===== src/rtl/load_store_unit.sv =====
// Load/store stage: one memory access per request over a req/gnt/rvalid bus.
// Define LSU_MISALIGN_TRAP_EN to report misaligned accesses as errors; by default the low address bits are cleared instead.
module load_store_unit #(
    parameter int WAIT_TIMEOUT = 255
) (
    input  logic        clk,
    input  logic        rst_n,
    input  logic        req_valid,
    input  logic        req_we,
    input  logic [2:0]  req_funct3,
    input  logic [31:0] req_addr,
    input  logic [31:0] req_wdata,
    output logic        busy,
    output logic        rsp_valid,
    output logic [31:0] rsp_rdata,
    output logic        rsp_err,
    output logic        mem_req,
    output logic        mem_we,
    output logic [31:0] mem_addr,
    output logic [3:0]  mem_be,
    output logic [31:0] mem_wdata,
    input  logic        mem_gnt,
    input  logic        mem_rvalid,
    input  logic [31:0] mem_rdata
);
    localparam int CW = (WAIT_TIMEOUT > 1) ? $clog2(WAIT_TIMEOUT) : 1;
    localparam logic [CW-1:0] TO_LAST = (WAIT_TIMEOUT > 0) ? CW'(WAIT_TIMEOUT - 1) : '0;

    typedef enum logic [1:0] {IDLE, REQ, WAIT, DONE} state_e;

    state_e        state_q, state_d;
    logic          we_q, we_d;
    logic [2:0]    funct3_q, funct3_d;
    logic [1:0]    off_q, off_d;
    logic          err_q, err_d;
    logic [31:0]   rdata_q, rdata_d;
    logic          mem_req_q, mem_req_d;
    logic          mem_we_q, mem_we_d;
    logic [31:0]   mem_addr_q, mem_addr_d;
    logic [3:0]    mem_be_q, mem_be_d;
    logic [31:0]   mem_wdata_q, mem_wdata_d;
    logic [CW-1:0] cnt_q, cnt_d;

    logic        illegal, dec_err, timeout_hit;
    logic [31:0] addr_adj, wdata_fmt, shifted, load_fmt;
    logic [3:0]  be_base, be;

    // Stores only have widths 000..010; loads additionally allow 100/101.
    assign illegal = req_we ? (req_funct3[2] || req_funct3[1:0] == 2'b11)
                            : (req_funct3 == 3'b011 || req_funct3[2:1] == 2'b11);

`ifdef LSU_MISALIGN_TRAP_EN
    logic misalign;
    assign misalign = (req_funct3[1:0] == 2'b01 && req_addr[0]) ||
                      (req_funct3[1:0] == 2'b10 && req_addr[1:0] != 2'b00);
    assign addr_adj = req_addr;
    assign dec_err  = illegal || misalign;
`else
    always_comb begin
        addr_adj = req_addr;
        if (req_funct3[1:0] == 2'b01) addr_adj[0] = 1'b0;
        if (req_funct3[1:0] == 2'b10) addr_adj[1:0] = 2'b00;
    end
    assign dec_err = illegal;
`endif

    always_comb begin
        case (req_funct3[1:0])
            2'b00:   begin be_base = 4'b0001; wdata_fmt = {4{req_wdata[7:0]}};  end
            2'b01:   begin be_base = 4'b0011; wdata_fmt = {2{req_wdata[15:0]}}; end
            default: begin be_base = 4'b1111; wdata_fmt = req_wdata;            end
        endcase
    end
    assign be = be_base << addr_adj[1:0];

    assign shifted = mem_rdata >> {off_q, 3'b000};
    always_comb begin
        case (funct3_q)
            3'b000:  load_fmt = {{24{shifted[7]}}, shifted[7:0]};
            3'b001:  load_fmt = {{16{shifted[15]}}, shifted[15:0]};
            3'b100:  load_fmt = {24'b0, shifted[7:0]};
            3'b101:  load_fmt = {16'b0, shifted[15:0]};
            default: load_fmt = shifted;
        endcase
    end

    assign timeout_hit = (WAIT_TIMEOUT != 0) && (cnt_q == TO_LAST);

    always_comb begin
        state_d     = state_q;
        we_d        = we_q;
        funct3_d    = funct3_q;
        off_d       = off_q;
        err_d       = err_q;
        rdata_d     = rdata_q;
        mem_req_d   = mem_req_q;
        mem_we_d    = mem_we_q;
        mem_addr_d  = mem_addr_q;
        mem_be_d    = mem_be_q;
        mem_wdata_d = mem_wdata_q;
        cnt_d       = cnt_q;
        case (state_q)
            IDLE: if (req_valid) begin
                we_d     = req_we;
                funct3_d = req_funct3;
                off_d    = addr_adj[1:0];
                err_d    = dec_err;
                rdata_d  = '0;
                if (dec_err) begin
                    state_d = DONE;
                end else begin
                    mem_req_d   = 1'b1;
                    mem_we_d    = req_we;
                    mem_addr_d  = {addr_adj[31:2], 2'b00};
                    mem_be_d    = be;
                    mem_wdata_d = wdata_fmt;
                    cnt_d       = '0;
                    state_d     = REQ;
                end
            end
            REQ: begin
                if (mem_gnt) begin
                    mem_req_d = 1'b0;
                    cnt_d     = '0;
                    state_d   = WAIT;
                end else if (timeout_hit) begin
                    mem_req_d = 1'b0;
                    err_d     = 1'b1;
                    state_d   = DONE;
                end else begin
                    cnt_d = cnt_q + CW'(1);
                end
            end
            WAIT: begin
                if (mem_rvalid) begin
                    rdata_d = we_q ? 32'b0 : load_fmt;
                    state_d = DONE;
                end else if (timeout_hit) begin
                    err_d   = 1'b1;
                    rdata_d = '0;
                    state_d = DONE;
                end else begin
                    cnt_d = cnt_q + CW'(1);
                end
            end
            DONE:    state_d = IDLE;
            default: state_d = IDLE;
        endcase
    end

    always_ff @(posedge clk or negedge rst_n) begin
        if (!rst_n) begin
            state_q     <= IDLE;
            we_q        <= 1'b0;
            funct3_q    <= '0;
            off_q       <= '0;
            err_q       <= 1'b0;
            rdata_q     <= '0;
            mem_req_q   <= 1'b0;
            mem_we_q    <= 1'b0;
            mem_addr_q  <= '0;
            mem_be_q    <= '0;
            mem_wdata_q <= '0;
            cnt_q       <= '0;
        end else begin
            state_q     <= state_d;
            we_q        <= we_d;
            funct3_q    <= funct3_d;
            off_q       <= off_d;
            err_q       <= err_d;
            rdata_q     <= rdata_d;
            mem_req_q   <= mem_req_d;
            mem_we_q    <= mem_we_d;
            mem_addr_q  <= mem_addr_d;
            mem_be_q    <= mem_be_d;
            mem_wdata_q <= mem_wdata_d;
            cnt_q       <= cnt_d;
        end
    end

    // rst_n gating keeps the stall low while reset holds the FSM in IDLE.
    assign busy      = rst_n && ((state_q == IDLE && req_valid) || state_q == REQ || state_q == WAIT);
    assign rsp_valid = (state_q == DONE);
    assign rsp_err   = rsp_valid && err_q;
    assign rsp_rdata = rdata_q;
    assign mem_req   = mem_req_q;
    assign mem_we    = mem_we_q;
    assign mem_addr  = mem_addr_q;
    assign mem_be    = mem_be_q;
    assign mem_wdata = mem_wdata_q;
endmodule


===== config.mk =====
export PLATFORM = sky130hd
export DESIGN_NAME = load_store_unit
export DESIGN_NICKNAME = d
export VERILOG_FILES = /design/src/rtl/load_store_unit.sv
export SDC_FILE = /design/constraint.sdc
export NUM_CORES = 1
export LEC_CHECK = 0
export ABC_AREA = 0
export BUFFER_PORTS_ARGS = -buffer_cell sky130_fd_sc_hd__buf_2
export CORE_MARGIN = 1
export CORE_UTILIZATION = 30
export CTS_CLUSTER_SIZE = 28
export DETAILED_ROUTE_END_ITERATION = 10
export PLACE_DENSITY = 0.58
export RECOVER_POWER = 25
export SYNTH_ARGS = -nofsm -noshare
export SYNTH_HDL_FRONTEND = slang
export SYNTH_SLANG_ARGS = --single-unit

===== constraint.sdc =====
create_clock -name clk -period 1.95 [get_ports clk]
set_input_delay 0.39 -clock clk [delete_from_list [all_inputs] [get_ports clk]]
set_output_delay 0.39 -clock clk [all_outputs]
set_load 0.01 [all_outputs]

==> impl_metrics.ini, run 1 <==
[run_status]
outcome = completed

[job]
timing.max_cap.violations = 0

[die]
core_region_area_um2 = 18770
start_util_pct = 30.64
die_footprint_um2 = 19730
fp-row-count = 50
number_of_ports_placed_on_the_die_boundary = 210
die_boundary_height_um = 140.5
die-width_um = 140.5

[synth]
synth_top_cell_area_share_pct = 50.91
synth_edf_count = 0
share_of_the_yosys_chip_area_belonging_to_registers_pct = 50.91
post_synth_fa_ha_maj_area_fraction_pct = 1.741
yosysWarnings = 0
synth.distinct_cells = 60
ys_ff_latch = 117
mean_instance_size_in_the_synthesized_netlist_um2 = 11.28
synth_compound_gate_area_share_pct = 16.51
synth.top_cells.by_area = dfrtp_1, mux2i_1, mux2_1, nand2_1, a21oi_1
synth_async_sr_flop_share_pct = 100.0
synth_top_family_by_area = compound AO/OA/AOI/OAI gates
synth.area.mux_share_pct = 15.93
post_synth_inst_count = 510
synth_simple_gate_area_share_pct = 10.77
synth_area_um2 = 5751
synthesized_area_fraction_occupied_by_xor_and_xnor_cells_pct = 0
netlist.top_cell.by_area = dfrtp_1
ys.flop_type = dfrtp_1

[sta]
final_setup_fails = 0
worst-slew-pin-transition_ns = 0.6913
timing.max_slew.rel_slack_pct = 53.92
skew_ns = 0.01225
fin_worst_hold_slack_ns = 0.05526
rsz_0062_raised_after_global_routing = true
final_critical_delay_including_setup_and_external_delays_ns = 1.911
timing.final.max_slew_violations = 0
postLayoutSetupSlackWorst_ns = 0.03885
timing.final.hold_violations = 0
fmax_mhz = 523.2
post_route_clock_period_utilization_pct = 98.01

[critical_path]
worst_ep_arrival_time_ns = 1.52
timing.reg2reg.worst_path_depth = 6
criticalPathCategory = flop to output pin
cp-start-kind = flop
critical_path_required_ns = 1.56
timing.critical_path.to_type = output pin
crit_path_max_fanout = 4

[place]
post_dp_cell_area_um2 = 7108
dp_slack_ns = -0.04898
post-dp-hpwl_mm = 11.54
finalWeightedCongestion = 0.7721
portBuffers = 207

[finish]
layout_common_cells = buf_2, dfrtp_1, mux2i_1
antenna_cells = 0
finalInstanceArea_um2 = 7782
layout.nets = 833
area_growth_syn_to_fin_pct = 35.34
layout.filler_cells = 1835
post-route-util_pct = 41.47
layout_commonest_cell = buf_2
share_of_layout_cells_above_drive_strength_1_pct = 40.03

[drt]
total_wirelength_mm = 16.04
drt-pass1-iter-count = 4
viasPerCell = 4.920
first_iter_violations = 146
ant_nets = 0
via_count_of_the_routed_design = 4753
drcViolationCount = 0
drt-wirelength-per-cell_um = 16.60

[cts]
root_buffer = clkbuf_16
cts.sink_count = 117
clkTransAtPathRegs_ns = 0.06
cts_hold_buffers = 0
htree_levels = 4
clock_path_buffers = 2
cts_tree = yes
worst_skew_pair.late_latency_ns = 0.42
number_of_clock_buffers_inserted_by_tritoncts = 17

[global_routing]
number_of_global_route_vias_before_repair = 4819
globalRouteOverflowTotal = 0
grt.met3_usage_pct = 5.504
grt.busiest_layer = met2
groute.layer.met2.usage_pct = 27.32
grt.total_usage_pct = 16.96
gr-usage-met1_pct = 21.02
grt_antenna_before_repair = 0
grt_start_max_net_pins = 118
grt_first_pass_wirelength_mm = 25.59

[power]
cellPowerDensity_nw_per_um2 = 1594
max_rail_drop_vdd_uv = 698.5
leakagePower_nw = 3.903
design_power_total_mw = 12.40

[hold_path]
holdCritPathClass = input port to async pin
==> area by class of cell <==
class | instances | area (um2) | area share (%)
clock inverter | 14 | 178.9 | 2.299
tap | 234 | 292.8 | 3.762
timing repair buffer | 227 | 1251 | 16.08
inverter | 9 | 38.79 | 0.4984
clock buffer | 17 | 425.4 | 5.466
multi-input combinational | 348 | 2664 | 34.23
sequential | 117 | 2932 | 37.67
==> sequential cells by signal (all words and copies together), names as in the netlist <==
register	flops
off_q	2
mem_be	4
funct3_q	3
mem_we	1
mem_req	1
err_q	1
mem_addr	30
state_q	2
we_q	1
mem_wdata	32
cnt_q	8
rsp_rdata	32
==> stage by stage <==
stage | setup TNS [ns] | cells
global placement | 0 | 934
floorplan | 0 | 511
CTS | 0 | 965
global route | -0.02917 | 966
finish | 0 | 966
detailed placement | -0.2440 | 934
==> kinds of logic (layout without fill, tap and decap cells) <==
| logic type | Yosys count | in the layout |
|---|---|---|
| and+or+nand+nor | 116 | 116 |
| adders and majority gates | 8 | 8 |
| AOI/OAI and AO/OA | 137 | 137 |
| DFF | 117 | 117 |
| buffers and inverters | 46 | 267 |
| other | 1 | 2 |
| muxes | 85 | 85 |
==> metal layers <==
layer / vias up / routed length, um / part of all wire [%]
met4: 0 / 296 / 1.8
li1: 2280 / - / -
met5: - / 0 / 0
met3: 22 / 1138 / 7.1
met1: 2280 / 7021 / 44
met2: 171 / 7579 / 47
==> power breakdown <==
part / internal, mW / switching, mW / leakage [nW]
Clock: 2.01 / 1.20 / 0.286
Combinational: 2.31 / 2.64 / 2.14
Sequential: 3.54 / 0.704 / 1.48
==> worst max-delay path, cell delays in order (launching register included) <==
cell      delay (ns)
dfrtp_2         0.46
inv_4           0.11
ha_4            0.16
nand2_2         0.08
a21boi_2        0.14
buf_2           0.15
==> synthesized netlist by cell type, types with 2 or more instances <==
master / n
dfrtp_1: 117
mux2i_1: 42
nand2_1: 42
mux2_1: 36
a21oi_1: 27
o21ai_0: 27
nor2_1: 26
buf_2: 19
o21ai_1: 17
a211o_1: 15
nor2b_1: 10
inv_1: 9
a221o_1: 8
a32o_1: 8
buf_4: 8
ha_1: 8
nand3b_1: 8
o2bb2ai_1: 8
clkbuf_1: 7
mux2_2: 6
o22a_1: 6
a31oi_1: 5
a22o_1: 3
and3_1: 3
nand2b_1: 3
nand3_1: 3
buf_1: 2
nor2_2: 2
nor3_1: 2
nor4_1: 2
or2_2: 2
==> final timing paths <==
check	start	to	slack (ns)
worst min-delay path	rst_n	mem_be[3]	0.06
min in group clk	req_addr[18]	mem_addr[18]	0.17
max in group asynchronous	rst_n	mem_addr[26]	1.34
worst max register to register	state_q[0]	rsp_rdata[28]	0.08
worst min register to register	mem_be[3]	mem_be[3]	0.48
worst max-delay path	state_q[0]	busy	0.04
==> what timing repair did <==
action                     CTS  global route
resized for setup           15             2
setup endpoints to repair   16             8
hold endpoints to repair     0             0
setup buffers                0             1
Power figures use the tool's default switching activity.
==> inputs of run 2 (changes only) <==
CTS_BUF_LIST = sky130_fd_sc_hd__clkbuf_8   (was not set)
==> run 2 against run 1 <==
The run now ends with max-capacitance violations, max-slew violations left. Worst hold slack improved by 0.095 ns. Fmax increased by 0.57%. Clock power decreased by 26%. Power decreased by 6.4%. Largest cell class unchanged.
==> impl_metrics.ini, run 2 (synthesis gave the netlist of run 1 again) <==
[finish]
post-route-util_pct = 40.58
layout.nets = 837
share_of_layout_cells_above_drive_strength_1_pct = 40.49
antenna_cells = 0
area_growth_syn_to_fin_pct = 32.44
layout_common_cells = buf_2, dfrtp_1, mux2i_1
layout_commonest_cell = buf_2

[die]
start_util_pct = 30.64
number_of_ports_placed_on_the_die_boundary = 210
fp-row-count = 50
core_region_area_um2 = 18770
die_boundary_height_um = 140.5
die_footprint_um2 = 19730
die-width_um = 140.5

[cts]
root_buffer = clkbuf_8
cts.sink_count = 117
clkTransAtPathRegs_ns = 0.08
worst_skew_pair.late_latency_ns = 0.44
clock_path_buffers = 2
number_of_clock_buffers_inserted_by_tritoncts = 17
htree_levels = 4
cts_tree = yes

[run_status]
outcome = finished with violations
failed_checks = max-capacitance violations, max-slew violations

[sta]
post_route_clock_period_utilization_pct = 97.45
final_critical_delay_including_setup_and_external_delays_ns = 1.900
postLayoutSetupSlackWorst_ns = 0.04976
fin_worst_hold_slack_ns = 0.1506
worst-slew-pin-transition_ns = 1.680
timing.final.max_slew_violations = 118
final_setup_fails = 0
rsz_0062_raised_after_global_routing = true
timing.max_slew.rel_slack_pct = -12.01
skew_ns = 0.009959
setup_tns_ns = 0
timing.final.hold_violations = 0
fmax_mhz = 526.2

[global_routing]
globalRouteOverflowTotal = 0
grt_first_pass_wirelength_mm = 25.68
number_of_global_route_vias_before_repair = 4829
grt.total_usage_pct = 16.92
grt_start_max_net_pins = 118
grt_antenna_before_repair = 0

[drt]
drt-pass1-iter-count = 4
first_iter_violations = 158
via_count_of_the_routed_design = 4774
total_wirelength_mm = 16.03
ant_nets = 0
drt-wirelength-per-cell_um = 16.53
drcViolationCount = 0
viasPerCell = 4.922

[place]
finalWeightedCongestion = 0.7721
portBuffers = 207
post-dp-hpwl_mm = 11.54
dp_slack_ns = -0.04898

[power]
leakagePower_nw = 3.833
max_rail_drop_vdd_uv = 584.6
cellPowerDensity_nw_per_um2 = 1523
design_power_total_mw = 11.60

[critical_path]
critical_path_required_ns = 1.56
timing.critical_path.to_type = output pin
criticalPathCategory = flop to output pin
crit_path_max_fanout = 4
worst_ep_arrival_time_ns = 1.51
cp-start-kind = flop

[job]
timing.max_cap.violations = 1

[hold_path]
holdCritPathClass = input port to flop
==> run 2: cell types whose count changed in the layout (fill, tap and decap cells not counted) <==
| cell | before | now |
|---|---|---|
| clkbuf_8 | 0 | 17 |
| buf_12 | 5 | 4 |
| buf_4 | 16 | 20 |
| ha_1 | 5 | 4 |
| clkbuf_4 | 0 | 1 |
| ha_2 | 0 | 1 |
| nand2_4 | 0 | 1 |
| clkbuf_16 | 17 | 0 |
| nand2_2 | 2 | 1 |
==> run 2: critical path, cell delays in order (launching register included) <==
cell      delay (ns)
dfrtp_2         0.46
inv_4           0.11
ha_4            0.17
nand2_4         0.05
a21boi_2        0.13
buf_2           0.15
==> run 2: worst paths after layout <==
kind / startpoint / endpoint / slack [ns] / cells past startpoint
worst max-delay path: state_q[0] / busy / 0.05 / 5
worst min-delay path: req_addr[18] / mem_addr[18] / 0.15 / 2
worst max register to register: state_q[0] / cnt_q[0] / 0.07 / 7
worst min register to register: mem_be[0] / mem_be[0] / 0.49 / 2
max in group asynchronous: rst_n / state_q[0] / 0.37 / 2
min in group asynchronous: rst_n / mem_be[3] / 0.48 / 2
==> run 2: repair_timing <==
action / in CTS / in global routing
hold buffers: 0 / 0
pin swaps: 2 / 3
endpoints found under the setup margin: 15 / 17
buffers inserted: 4 / 1
gates resized for setup: 17 / 2
hold endpoints to repair: 0 / 0
==> run 2: cell type report <==
| class | instances | area [um2] |
|---|---|---|
| clock buffers | 17 | 234.0 |
| clock inverters | 14 | 178.9 |
| fillers | 1859 | 11150 |
| inverters | 9 | 38.79 |
| multi-input cells | 348 | 2671 |
| flip-flops and latches | 117 | 2932 |
| well taps | 234 | 292.8 |
| repair buffers | 231 | 1269 |
==> run 2: report_power, final <==
group / leakage (nW) / internal, mW / total, mW / switching, mW
logic: 2.16 / 2.35 / 5.00 / 2.65
registers: 1.48 / 3.53 / 4.23 / 0.704
clock network: 0.199 / 1.27 / 2.37 / 1.10
total: 3.83 / 7.15 / 11.6 / 4.46
==> run 2: layer usage <==
metal  track usage (%)  routed length, um
met5                 0                  0
met4             5.492                216
met3             6.017               1145
met2             27.42               7567
met1             20.98               7102
==> run 2: through the flow <==
step	cells	instance area [um2]
finish	970	7616
global route	970	7616
CTS	969	7610
detailed placement	934	7108
global placement	934	7108
floorplan	511	5754
